[config.mk]
export PLATFORM = sky130hd
export DESIGN_NAME = hms_timekeeper
export DESIGN_NICKNAME = d
export VERILOG_FILES = /design/src/rtl/hms_pkg.sv /design/src/rtl/tick_edge.sv /design/src/rtl/hms_timekeeper.sv
export SDC_FILE = /design/constraint.sdc
export NUM_CORES = 1
export LEC_CHECK = 0
export BUFFER_PORTS_ARGS = -buffer_cell sky130_fd_sc_hd__buf_2
export CORE_UTILIZATION = 50
export CTS_BUF_LIST = sky130_fd_sc_hd__clkbuf_16
export CTS_CLUSTER_DIAMETER = 40
export CTS_CLUSTER_SIZE = 40
export DETAILED_ROUTE_END_ITERATION = 6
export GPL_ROUTABILITY_DRIVEN = 0
export PLACE_DENSITY = 0.83
export REMOVE_ABC_BUFFERS = 1
export SLEW_MARGIN = 5
export SYNTH_ARGS = -nofsm -noshare
export SYNTH_HDL_FRONTEND = slang
export SYNTH_HIERARCHICAL = 1
export SYNTH_SLANG_ARGS = --single-unit
[constraint.sdc]
create_clock -name clk -period 2.1 [get_ports clk]
set_input_delay 0.315 -clock clk [delete_from_list [all_inputs] [get_ports clk]]
set_output_delay 0.315 -clock clk [all_outputs]
set_load 0.02 [all_outputs]
[src/rtl/hms_pkg.sv]
// Shared widths, limits, ring FSM encoding and wrap-increment helper for hms_timekeeper.
package hms_pkg;

    localparam int unsigned SEC_W  = 6;
    localparam int unsigned MIN_W  = 6;
    localparam int unsigned HOUR_W = 5;

    localparam logic [SEC_W-1:0] SEC_MAX = 6'd59;
    localparam logic [MIN_W-1:0] MIN_MAX = 6'd59;

    typedef enum logic {
        StIdle,
        StRing
    } ring_state_e;

    function automatic logic [5:0] wrap_inc(input logic [5:0] val, input logic [5:0] max);
        return (val == max) ? 6'd0 : val + 6'd1;
    endfunction

endpackage

[src/rtl/tick_edge.sv]
// Samples one tick input into clk and emits a one-cycle pulse on each rising edge.
// HMS_TICK_SYNC_EN selects a 2-flop synchronizer instead of a single sampling flop.
module tick_edge (
    input  logic clk,
    input  logic rst,
    input  logic level_i,
    output logic tick_o
);

    logic samp_q;
    logic prev_q;

`ifdef HMS_TICK_SYNC_EN
    logic meta_q;

    always_ff @(posedge clk) begin
        if (rst) begin
            meta_q <= 1'b0;
            samp_q <= 1'b0;
            prev_q <= 1'b0;
        end else begin
            meta_q <= level_i;
            samp_q <= meta_q;
            prev_q <= samp_q;
        end
    end
`else
    always_ff @(posedge clk) begin
        if (rst) begin
            samp_q <= 1'b0;
            prev_q <= 1'b0;
        end else begin
            samp_q <= level_i;
            prev_q <= samp_q;
        end
    end
`endif

    assign tick_o = samp_q & ~prev_q;

endmodule

[src/rtl/hms_timekeeper.sv]
// Time-of-day and alarm counters driven by external tick inputs, with wrap pulses and alarm ring.
// Tick sampling depth is selected by HMS_TICK_SYNC_EN inside tick_edge.
module hms_timekeeper
    import hms_pkg::*;
#(
    parameter int unsigned RING_SEC = 10,
    parameter int unsigned HOUR_MOD = 24
) (
    input  logic              clk,
    input  logic              rst,
    input  logic              i_sec_clk,
    input  logic              i_min_clk,
    input  logic              i_hour_clk,
    input  logic              i_alarm_sec_clk,
    input  logic              i_alarm_min_clk,
    input  logic              i_alarm_hour_clk,
    input  logic              i_alarm_en,
    output logic [SEC_W-1:0]  o_sec,
    output logic [MIN_W-1:0]  o_min,
    output logic [HOUR_W-1:0] o_hour,
    output logic [SEC_W-1:0]  o_alarm_sec,
    output logic [MIN_W-1:0]  o_alarm_min,
    output logic [HOUR_W-1:0] o_alarm_hour,
    output logic              o_max_hit_sec,
    output logic              o_max_hit_min,
    output logic              o_max_hit_hour,
    output logic              o_alarm_ring
);

    localparam logic [HOUR_W-1:0] HourMax  = HOUR_W'(HOUR_MOD - 1);
    localparam logic [5:0]        RingLoad = 6'(RING_SEC);

    logic tick_sec, tick_min, tick_hour;
    logic tick_asec, tick_amin, tick_ahour;

    tick_edge u_sec   (.clk(clk), .rst(rst), .level_i(i_sec_clk),        .tick_o(tick_sec));
    tick_edge u_min   (.clk(clk), .rst(rst), .level_i(i_min_clk),        .tick_o(tick_min));
    tick_edge u_hour  (.clk(clk), .rst(rst), .level_i(i_hour_clk),       .tick_o(tick_hour));
    tick_edge u_asec  (.clk(clk), .rst(rst), .level_i(i_alarm_sec_clk),  .tick_o(tick_asec));
    tick_edge u_amin  (.clk(clk), .rst(rst), .level_i(i_alarm_min_clk),  .tick_o(tick_amin));
    tick_edge u_ahour (.clk(clk), .rst(rst), .level_i(i_alarm_hour_clk), .tick_o(tick_ahour));

    logic [SEC_W-1:0]  sec_q, sec_d, asec_q, asec_d;
    logic [MIN_W-1:0]  min_q, min_d, amin_q, amin_d;
    logic [HOUR_W-1:0] hour_q, hour_d, ahour_q, ahour_d;
    logic              hit_sec_q, hit_sec_d;
    logic              hit_min_q, hit_min_d;
    logic              hit_hour_q, hit_hour_d;
    logic              match, match_q, trigger;

    always_comb begin
        sec_d   = tick_sec  ? wrap_inc(sec_q, SEC_MAX)  : sec_q;
        min_d   = tick_min  ? wrap_inc(min_q, MIN_MAX)  : min_q;
        asec_d  = tick_asec ? wrap_inc(asec_q, SEC_MAX) : asec_q;
        amin_d  = tick_amin ? wrap_inc(amin_q, MIN_MAX) : amin_q;
        hour_d  = hour_q;
        ahour_d = ahour_q;
        if (tick_hour) begin
            hour_d = (hour_q == HourMax) ? '0 : hour_q + 1'b1;
        end
        if (tick_ahour) begin
            ahour_d = (ahour_q == HourMax) ? '0 : ahour_q + 1'b1;
        end
        // Pulse is registered alongside the wrap so it lines up with the counter showing 0.
        hit_sec_d  = tick_sec  && (sec_q == SEC_MAX);
        hit_min_d  = tick_min  && (min_q == MIN_MAX);
        hit_hour_d = tick_hour && (hour_q == HourMax);
    end

    assign match   = (sec_q == asec_q) && (min_q == amin_q) && (hour_q == ahour_q);
    assign trigger = i_alarm_en & match & ~match_q;

    always_ff @(posedge clk) begin
        if (rst) begin
            sec_q      <= '0;
            min_q      <= '0;
            hour_q     <= '0;
            asec_q     <= '0;
            amin_q     <= '0;
            ahour_q    <= '0;
            hit_sec_q  <= 1'b0;
            hit_min_q  <= 1'b0;
            hit_hour_q <= 1'b0;
            // Starts high so the all-zero time/alarm pair after reset does not ring.
            match_q    <= 1'b1;
        end else begin
            sec_q      <= sec_d;
            min_q      <= min_d;
            hour_q     <= hour_d;
            asec_q     <= asec_d;
            amin_q     <= amin_d;
            ahour_q    <= ahour_d;
            hit_sec_q  <= hit_sec_d;
            hit_min_q  <= hit_min_d;
            hit_hour_q <= hit_hour_d;
            match_q    <= match;
        end
    end

    ring_state_e state_q;
    logic [5:0]  ring_cnt_q;
    logic        ring_q;

    always_ff @(posedge clk) begin
        if (rst) begin
            state_q    <= StIdle;
            ring_cnt_q <= '0;
            ring_q     <= 1'b0;
        end else begin
            unique case (state_q)
                StIdle: begin
                    if (trigger) begin
                        state_q    <= StRing;
                        ring_cnt_q <= RingLoad;
                        ring_q     <= 1'b1;
                    end
                end
                StRing: begin
                    if (!i_alarm_en) begin
                        state_q    <= StIdle;
                        ring_cnt_q <= '0;
                        ring_q     <= 1'b0;
                    end else if (trigger) begin
                        ring_cnt_q <= RingLoad;
                    end else if (tick_sec) begin
                        if (ring_cnt_q <= 6'd1) begin
                            state_q    <= StIdle;
                            ring_cnt_q <= '0;
                            ring_q     <= 1'b0;
                        end else begin
                            ring_cnt_q <= ring_cnt_q - 6'd1;
                        end
                    end
                end
                default: begin
                    state_q    <= StIdle;
                    ring_cnt_q <= '0;
                    ring_q     <= 1'b0;
                end
            endcase
        end
    end

    assign o_sec          = sec_q;
    assign o_min          = min_q;
    assign o_hour         = hour_q;
    assign o_alarm_sec    = asec_q;
    assign o_alarm_min    = amin_q;
    assign o_alarm_hour   = ahour_q;
    assign o_max_hit_sec  = hit_sec_q;
    assign o_max_hit_min  = hit_min_q;
    assign o_max_hit_hour = hit_hour_q;
    assign o_alarm_ring   = ring_q;

endmodule

; ---- After elaboration in Yosys (flattened, before gate mapping)
; Index checks and enable logic that the tools add are counted.
[totals]
regBits = 58
in_bits = 9
output_inout_bits = 38
[op_classes]
order_cmp = 1
eq_ne = 14
mux = 24
add_sub_neg = 7
bitwise = 16
reduce_logical = 7
[op_table]
columns = operator, n
row1 = 6-bit 2-to-1 mux, 9
row2 = 6-bit by 1-bit adder with 6-bit output (second input constant), 4
row3 = 6-bit equality test (second input constant), 4
row4 = 6-bit equality test, 2
row5 = 6-bit case mux with 2 select lines, 1
row6 = 5-bit by 1-bit adder with 5-bit output (second input constant), 2
row7 = 5-bit equality test (second input constant), 2
row8 = 1-bit 2-to-1 mux, 10
row9 = 5-bit 2-to-1 mux, 2
row10 = 1-bit AND, 8
row11 = 1-bit inverter, 8
row12 = 6-bit by 1-bit less-or-equal comparator with 1-bit output (second input constant), 1
row13 = 3-bit inequality test (second input constant), 2
row14 = 6-bit by 1-bit subtractor with 6-bit output (second input constant), 1
row15 = 5-bit equality test, 1
row16 = 1-bit logical AND, 5
row17 = 4-bit inequality test (second input constant), 1
row18 = 1-bit case mux with 2 select lines, 2
row19 = 4-bit AND reduction, 1
row20 = 3-bit by 2-bit inequality test with 1-bit output (second input constant), 1
row21 = 2-bit inequality test (second input constant), 1
row22 = 2-bit AND reduction, 1

; ---- Longest topological paths before layout
[logic_depth]
word_depth = 8
depth_mapped = 7
mapped_depth_nobuf = 7

; ---- Cells and area by module
; The synthesis kept the hierarchy.
[modules_own_cells]
columns = mod, cells_per_inst, n_inst, area_each_um2
row1 = hms_timekeeper, 239, 1, 2174.6
row2 = tick_edge, 5, 6, 61.3

; ---- Least setup slack after synthesis
; Ideal clock, no wire load.
[synth_path]
path_kind = reg-to-reg
start = reg amin_q[0] (netlist: o_alarm_min[0])
end = reg amin_q[0] (netlist: o_alarm_min[0])
arrival_time_ps = 1401
stages_incl_launch_ff = 5
slack_ps = 555
setup_ps = 144
required_ps = 1956
n_path_buf = 0
cell_sequence = dfxtp_1 -> ha_1 -> nand2_1 -> o41ai_1 -> nor2_1
[synth_between]
elab_chain_len = 2
elab_cells_between_ends = 3
cone_classes = add/sub: 1 / eq/ne: 1 / mux: 1
[synth_lines]
columns = item, line
row1 = from (decl), hms_timekeeper.sv:44  ; logic [MIN_W-1:0] min_q, min_d, amin_q, amin_d;
row2 = from (signal assigned), hms_timekeeper.sv:91  ; amin_q <= amin_d;
row3 = 6-bit by 1-bit adder with 6-bit output or 6-bit equality test (tied branches), hms_pkg.sv:17  ; return (val == max) ? 6'd0 : val + 6'd1;
row4 = 6-bit 2-to-1 mux (*), hms_pkg.sv:17
; Mark *: on every way between the ends. The rest lies on a longest branch, timed or not.
; A chain may end at the register's enable or synchronous reset.

; ---- Final worst setup path
[layout_path]
start = reg ring_cnt_q[0]
end = reg ring_cnt_q[4]
[layout_between]
elab_chain_len = 6
elab_cells_between_ends = 7
cone_classes = add/sub: 1 / order compare: 1 / mux: 5
[layout_lines]
columns = item, line
row1 = from (decl), hms_timekeeper.sv:101  ; logic [5:0] ring_cnt_q;
row2 = from (signal assigned), hms_timekeeper.sv:114  ; ring_cnt_q <= RingLoad;
row3 = from (signal assigned), hms_timekeeper.sv:124  ; ring_cnt_q <= RingLoad;
row4 = from (signal assigned), hms_timekeeper.sv:131  ; ring_cnt_q <= ring_cnt_q - 6'd1;
row5 = 6-bit by 1-bit subtractor with 6-bit output or 6-bit by 1-bit less-or-equal comparator with 1-bit output (tied branches), "hms_timekeeper.sv:131, hms_timekeeper.sv:126"
row6 = 6-bit 2-to-1 mux (*), hms_timekeeper.sv:126  ; if (ring_cnt_q <= 6'd1) begin
row7 = 6-bit 2-to-1 mux (*), hms_timekeeper.sv:125  ; end else if (tick_sec) begin
row8 = 6-bit 2-to-1 mux (*), hms_timekeeper.sv:123  ; end else if (trigger) begin
row9 = 6-bit 2-to-1 mux (*), hms_timekeeper.sv:119  ; if (!i_alarm_en) begin
row10 = 6-bit case mux with 2 select lines (*), hms_timekeeper.sv:110  ; unique case (state_q)
; Mark *: on every way between the ends. The rest lies on a longest branch, timed or not. The select of a mux whose other input is x is not followed.

==> impl_metrics.prom <==
# TYPE chip_impl_metric gauge
chip_impl_info{name="status",value="complete, no violations"} 1
chip_impl_metric{name="synth_warnings",unit=""} 6
chip_impl_metric{name="drc",unit=""} 0
chip_impl_metric{name="ir_worst_vdd",unit="mV"} 0.576
chip_impl_info{name="cpMaxStageDelayCell",value="dfxtp_1"} 1
chip_impl_metric{name="power.combinational.fraction",unit="%"} 7.8
chip_impl_metric{name="clock_skew",unit="ps"} 5.37
chip_impl_metric{name="yosys_register_bits",unit=""} 58
chip_impl_metric{name="worstMarginPinSlew",unit="ps"} 824
chip_impl_metric{name="tritoncts_sink_count",unit=""} 58
chip_impl_metric{name="power_frac_seq",unit="%"} 43.0
chip_impl_info{name="unrepaired_setup_endpoints_after_global_routing",value="no"} 1
chip_impl_info{name="clock_tree.root_cell",value="clkbuf_16"} 1
chip_impl_metric{name="antenna_found_initial",unit=""} 0
chip_impl_info{name="worstSetupEndpointType",value="register"} 1
chip_impl_metric{name="clock_transition_at_the_registers_of_the_reported_paths",unit="ps"} 50
chip_impl_metric{name="setup_ws",unit="ps"} 341
chip_impl_metric{name="totalNegativeSetupSlack",unit="ps"} 0
chip_impl_metric{name="post-cts-setup-buffers",unit=""} 0
chip_impl_metric{name="finalSetupViolations",unit=""} 0
chip_impl_metric{name="swShare",unit="%"} 22.7
chip_impl_metric{name="crit_fanout",unit=""} 6
chip_impl_metric{name="antenna_violating_nets_post_route",unit=""} 0
chip_impl_metric{name="number_of_distinct_standard_cells_referenced_by_the_synthesized_netlist",unit=""} 37
chip_impl_metric{name="areaGrowthSynthToFinish",unit="%"} 23.4
chip_impl_metric{name="global_route.overflow_total",unit=""} 0
chip_impl_metric{name="number_of_buffer_and_inverter_stages_on_the_critical_path",unit=""} 1
chip_impl_metric{name="synthesis.instances",unit=""} 269
chip_impl_metric{name="postSynthAreaPerCell",unit="µm²"} 9.45
chip_impl_metric{name="io_pins",unit=""} 47
chip_impl_metric{name="worst_ep_required_time",unit="ps"} 2350
chip_impl_metric{name="cts_inserted_buffers",unit=""} 9
chip_impl_metric{name="synth_area",unit="mm²"} 0.00254
chip_impl_metric{name="post_route_hold_slack",unit="ps"} 199
chip_impl_metric{name="final-hold-violation-count",unit=""} 0
chip_impl_metric{name="cts-root-to-sink-buffers",unit=""} 2
chip_impl_metric{name="placement.setup.worst_slack",unit="ps"} 379
chip_impl_info{name="layout.cells.most_common",value="dfxtp_1"} 1
chip_impl_info{name="timing.critical_path.max_delay_family",value="simple AND/OR/NAND/NOR gates"} 1
chip_impl_metric{name="count_of_routing_violations_after_the_opening_detailed_route_iteration",unit=""} 135
chip_impl_metric{name="chipHeight",unit="µm"} 73.3
chip_impl_metric{name="via_cell_ratio",unit=""} 5.24
chip_impl_metric{name="grt_first_pass_wirelength",unit="µm"} 8960
chip_impl_info{name="critical_path.cell_chain",value="inv_1 > ha_1 > nor2_1 > o311ai_4 > nor2_2 > a32oi_1 > nor3_1"} 1
chip_impl_info{name="hold_path_class",value="primary input to register"} 1
chip_impl_metric{name="slew_headroom",unit="%"} 44.4
chip_impl_metric{name="yosys.area.top_type_share",unit="%"} 45.7
chip_impl_metric{name="first_global_vias",unit=""} 1982
chip_impl_metric{name="final_layout_size_suffix_gt1_share",unit="%"} 21.2
chip_impl_metric{name="grt_max_degree",unit=""} 23
chip_impl_metric{name="layout_min_cycle_time",unit="ps"} 1760
chip_impl_metric{name="fmaxAchievable",unit="MHz"} 568
chip_impl_metric{name="die_width",unit="µm"} 73.3
chip_impl_info{name="worstSetupPathType",value="register to register"} 1
chip_impl_metric{name="route.vias.total",unit=""} 2080
chip_impl_metric{name="detailed_place_hpwl",unit="µm"} 3640
chip_impl_metric{name="postRouteWirelength",unit="µm"} 5240
chip_impl_metric{name="std_cell_rows",unit=""} 25
chip_impl_metric{name="worst-endpoint-arrival",unit="ps"} 2010
chip_impl_metric{name="post_cts.resized_instances",unit=""} 0
chip_impl_metric{name="max_cap_violations",unit=""} 0
chip_impl_metric{name="layout.core_utilization",unit="%"} 65.1
chip_impl_metric{name="final_min_period_over_clock_period",unit="%"} 83.8
chip_impl_metric{name="gr-usage-all-layers",unit="%"} 22.2
chip_impl_info{name="layout_common_cells",value="dfxtp_1 (58), buf_2 (46), nor2_1 (32)"} 1
chip_impl_metric{name="total_leakage_power",unit="µW"} 0.00131
chip_impl_info{name="setup.worst_path.start_class",value="register"} 1
chip_impl_metric{name="power_density",unit="mW/mm²"} 873
chip_impl_metric{name="worst_skew_pair.late_latency",unit="ps"} 330
chip_impl_metric{name="route.detailed.wl_per_inst",unit="µm"} 13.2
chip_impl_metric{name="final_max_slew_viol_count",unit=""} 0
chip_impl_info{name="synthDominantAreaCellType",value="dfxtp_1"} 1
chip_impl_metric{name="detailedRoute.firstPassIterationCount",unit=""} 4
chip_impl_metric{name="design_power_total",unit="µW"} 2740
chip_impl_metric{name="design.die.area",unit="mm²"} 0.00537
chip_impl_metric{name="final_layout_net_count",unit=""} 342
chip_impl_metric{name="synth.yosys.seq_area_share",unit="%"} 45.7
chip_impl_metric{name="cts_max_level",unit=""} 3
chip_impl_info{name="clock_tree_from_tritoncts",value="done"} 1
chip_impl_metric{name="floorplan.initialDensity",unit="%"} 52.8
chip_impl_metric{name="p_sw",unit="µW"} 621
chip_impl_metric{name="critical_path.max_stage_delay",unit="ps"} 400
chip_impl_metric{name="numPortBuffers",unit=""} 46
chip_impl_metric{name="cts-hold-fix-buffers",unit=""} 0
chip_impl_metric{name="design.core.area",unit="mm²"} 0.00482
chip_impl_metric{name="power_frac_clock",unit="%"} 49.3
chip_impl_info{name="leading_cell_types_by_total_area_after_synthesis",value="dfxtp_1 (46%), xnor2_1 (7.2%), xor2_1 (6.2%)"} 1
chip_impl_metric{name="diodes",unit=""} 0
chip_impl_metric{name="power_report.internal_total",unit="µW"} 2120
[logic make-up (layout without fill, tap and decap cells)]
logic type / after synthesis / in the layout / share of synthesized area [%]
flip-flops: 58 / 58 / 45.7
XOR/XNOR: 39 / 39 / 13.4
AO/OA/AOI/OAI: 32 / 32 / 8.61
buffers and inverters: 11 / 72 / 1.67
AND/OR/NAND/NOR: 115 / 115 / 24.3
adder cells (fa/ha/maj): 8 / 8 / 3.94
multiplexers: 6 / 6 / 2.36
[power by group through the flow]
stage	logic, µW	registers [µW]	clock network (µW)
3_5_place_dp	210	1200	0
3_3_place_gp	204	1200	0
5_1_grt	238	1180	1430
4_1_cts	212	1180	1360
6_report	213	1180	1350
2_1_floorplan	127	1210	0
[metal layers]
metal / vias up / global-route usage [%] / routed length (µm)
met4: 0 / 13.9 / 127
met5: - / 0 / 0
met2: 52 / 35.4 / 2430
met1: 965 / 27.0 / 2430
met3: 13 / 5.49 / 252
li1: 1050 / - / -
[per-stage QoR]
stage	instances	area, µm²
2_1_floorplan	266	2530
3_3_place_gp	381	2860
3_5_place_dp	381	2860
4_1_cts	397	3140
5_1_grt	397	3140
6_report	397	3140
[layout make-up]
| type | instances | area [µm²] |
|---|---|---|
| Timing Repair Buffer | 48 | 245 |
| Inverter | 8 | 30.0 |
| Multi-Input combinational cell | 200 | 1340 |
| Clock buffer | 9 | 225 |
| Clock inverter | 7 | 53.8 |
| Sequential cell | 58 | 1160 |
| Tap cell | 67 | 83.8 |
| Fill cell | 414 | 1680 |
[cells in the mapped netlist (all sizes together)]
library cell / instances
nor3: 9
mux2i: 6
a211oi: 1
a22oi: 2
or3: 5
a21oi: 11
o311ai: 1
buf: 1
and3: 2
nand2: 14
and2: 1
o21ai: 9
a32oi: 1
nor2b: 18
inv: 8
xor2: 18
clkbuf: 2
nor2: 33
o31ai: 3
nand4: 14
dfxtp: 58
o31a: 1
nor3b: 4
nor4: 4
nand3b: 1
nand2b: 4
a221oi: 1
nand3: 6
ha: 8
xnor2: 21
o41ai: 2
[worst register-to-register path, stage by stage (launching register included)]
cell and delay [ps]:
dfxtp_1 400, inv_1 80, ha_1 250, nor2_1 290, o311ai_4 160, nor2_2 200
a32oi_1 140, nor3_1 150
[state kept, by name, indices dropped and copies added (netlist names), 5 cells and up]
name	cells
o_sec	6
o_alarm_sec	6
o_min	6
o_alarm_min	6
o_hour	5
o_alarm_hour	5
ring_cnt_q	6
[path summary, 6_finish.rpt]
check                                                 from                    endpoint  slack [ps]  cells past startpoint
worst min register to register    u_asec/samp_q$_SDFF_PP0_    u_asec/prev_q$_SDFF_PP0_         460                      1
worst max-delay path            ring_cnt_q[0]$_SDFFE_PP0P_  ring_cnt_q[4]$_SDFFE_PP0P_         340                      7
worst max register to register  ring_cnt_q[0]$_SDFFE_PP0P_  ring_cnt_q[4]$_SDFFE_PP0P_         340                      7
worst min-delay path                      i_alarm_hour_clk   u_ahour/samp_q$_SDFF_PP0_         200                      2
No activity file was read; power rests on OpenSTA's default activity.
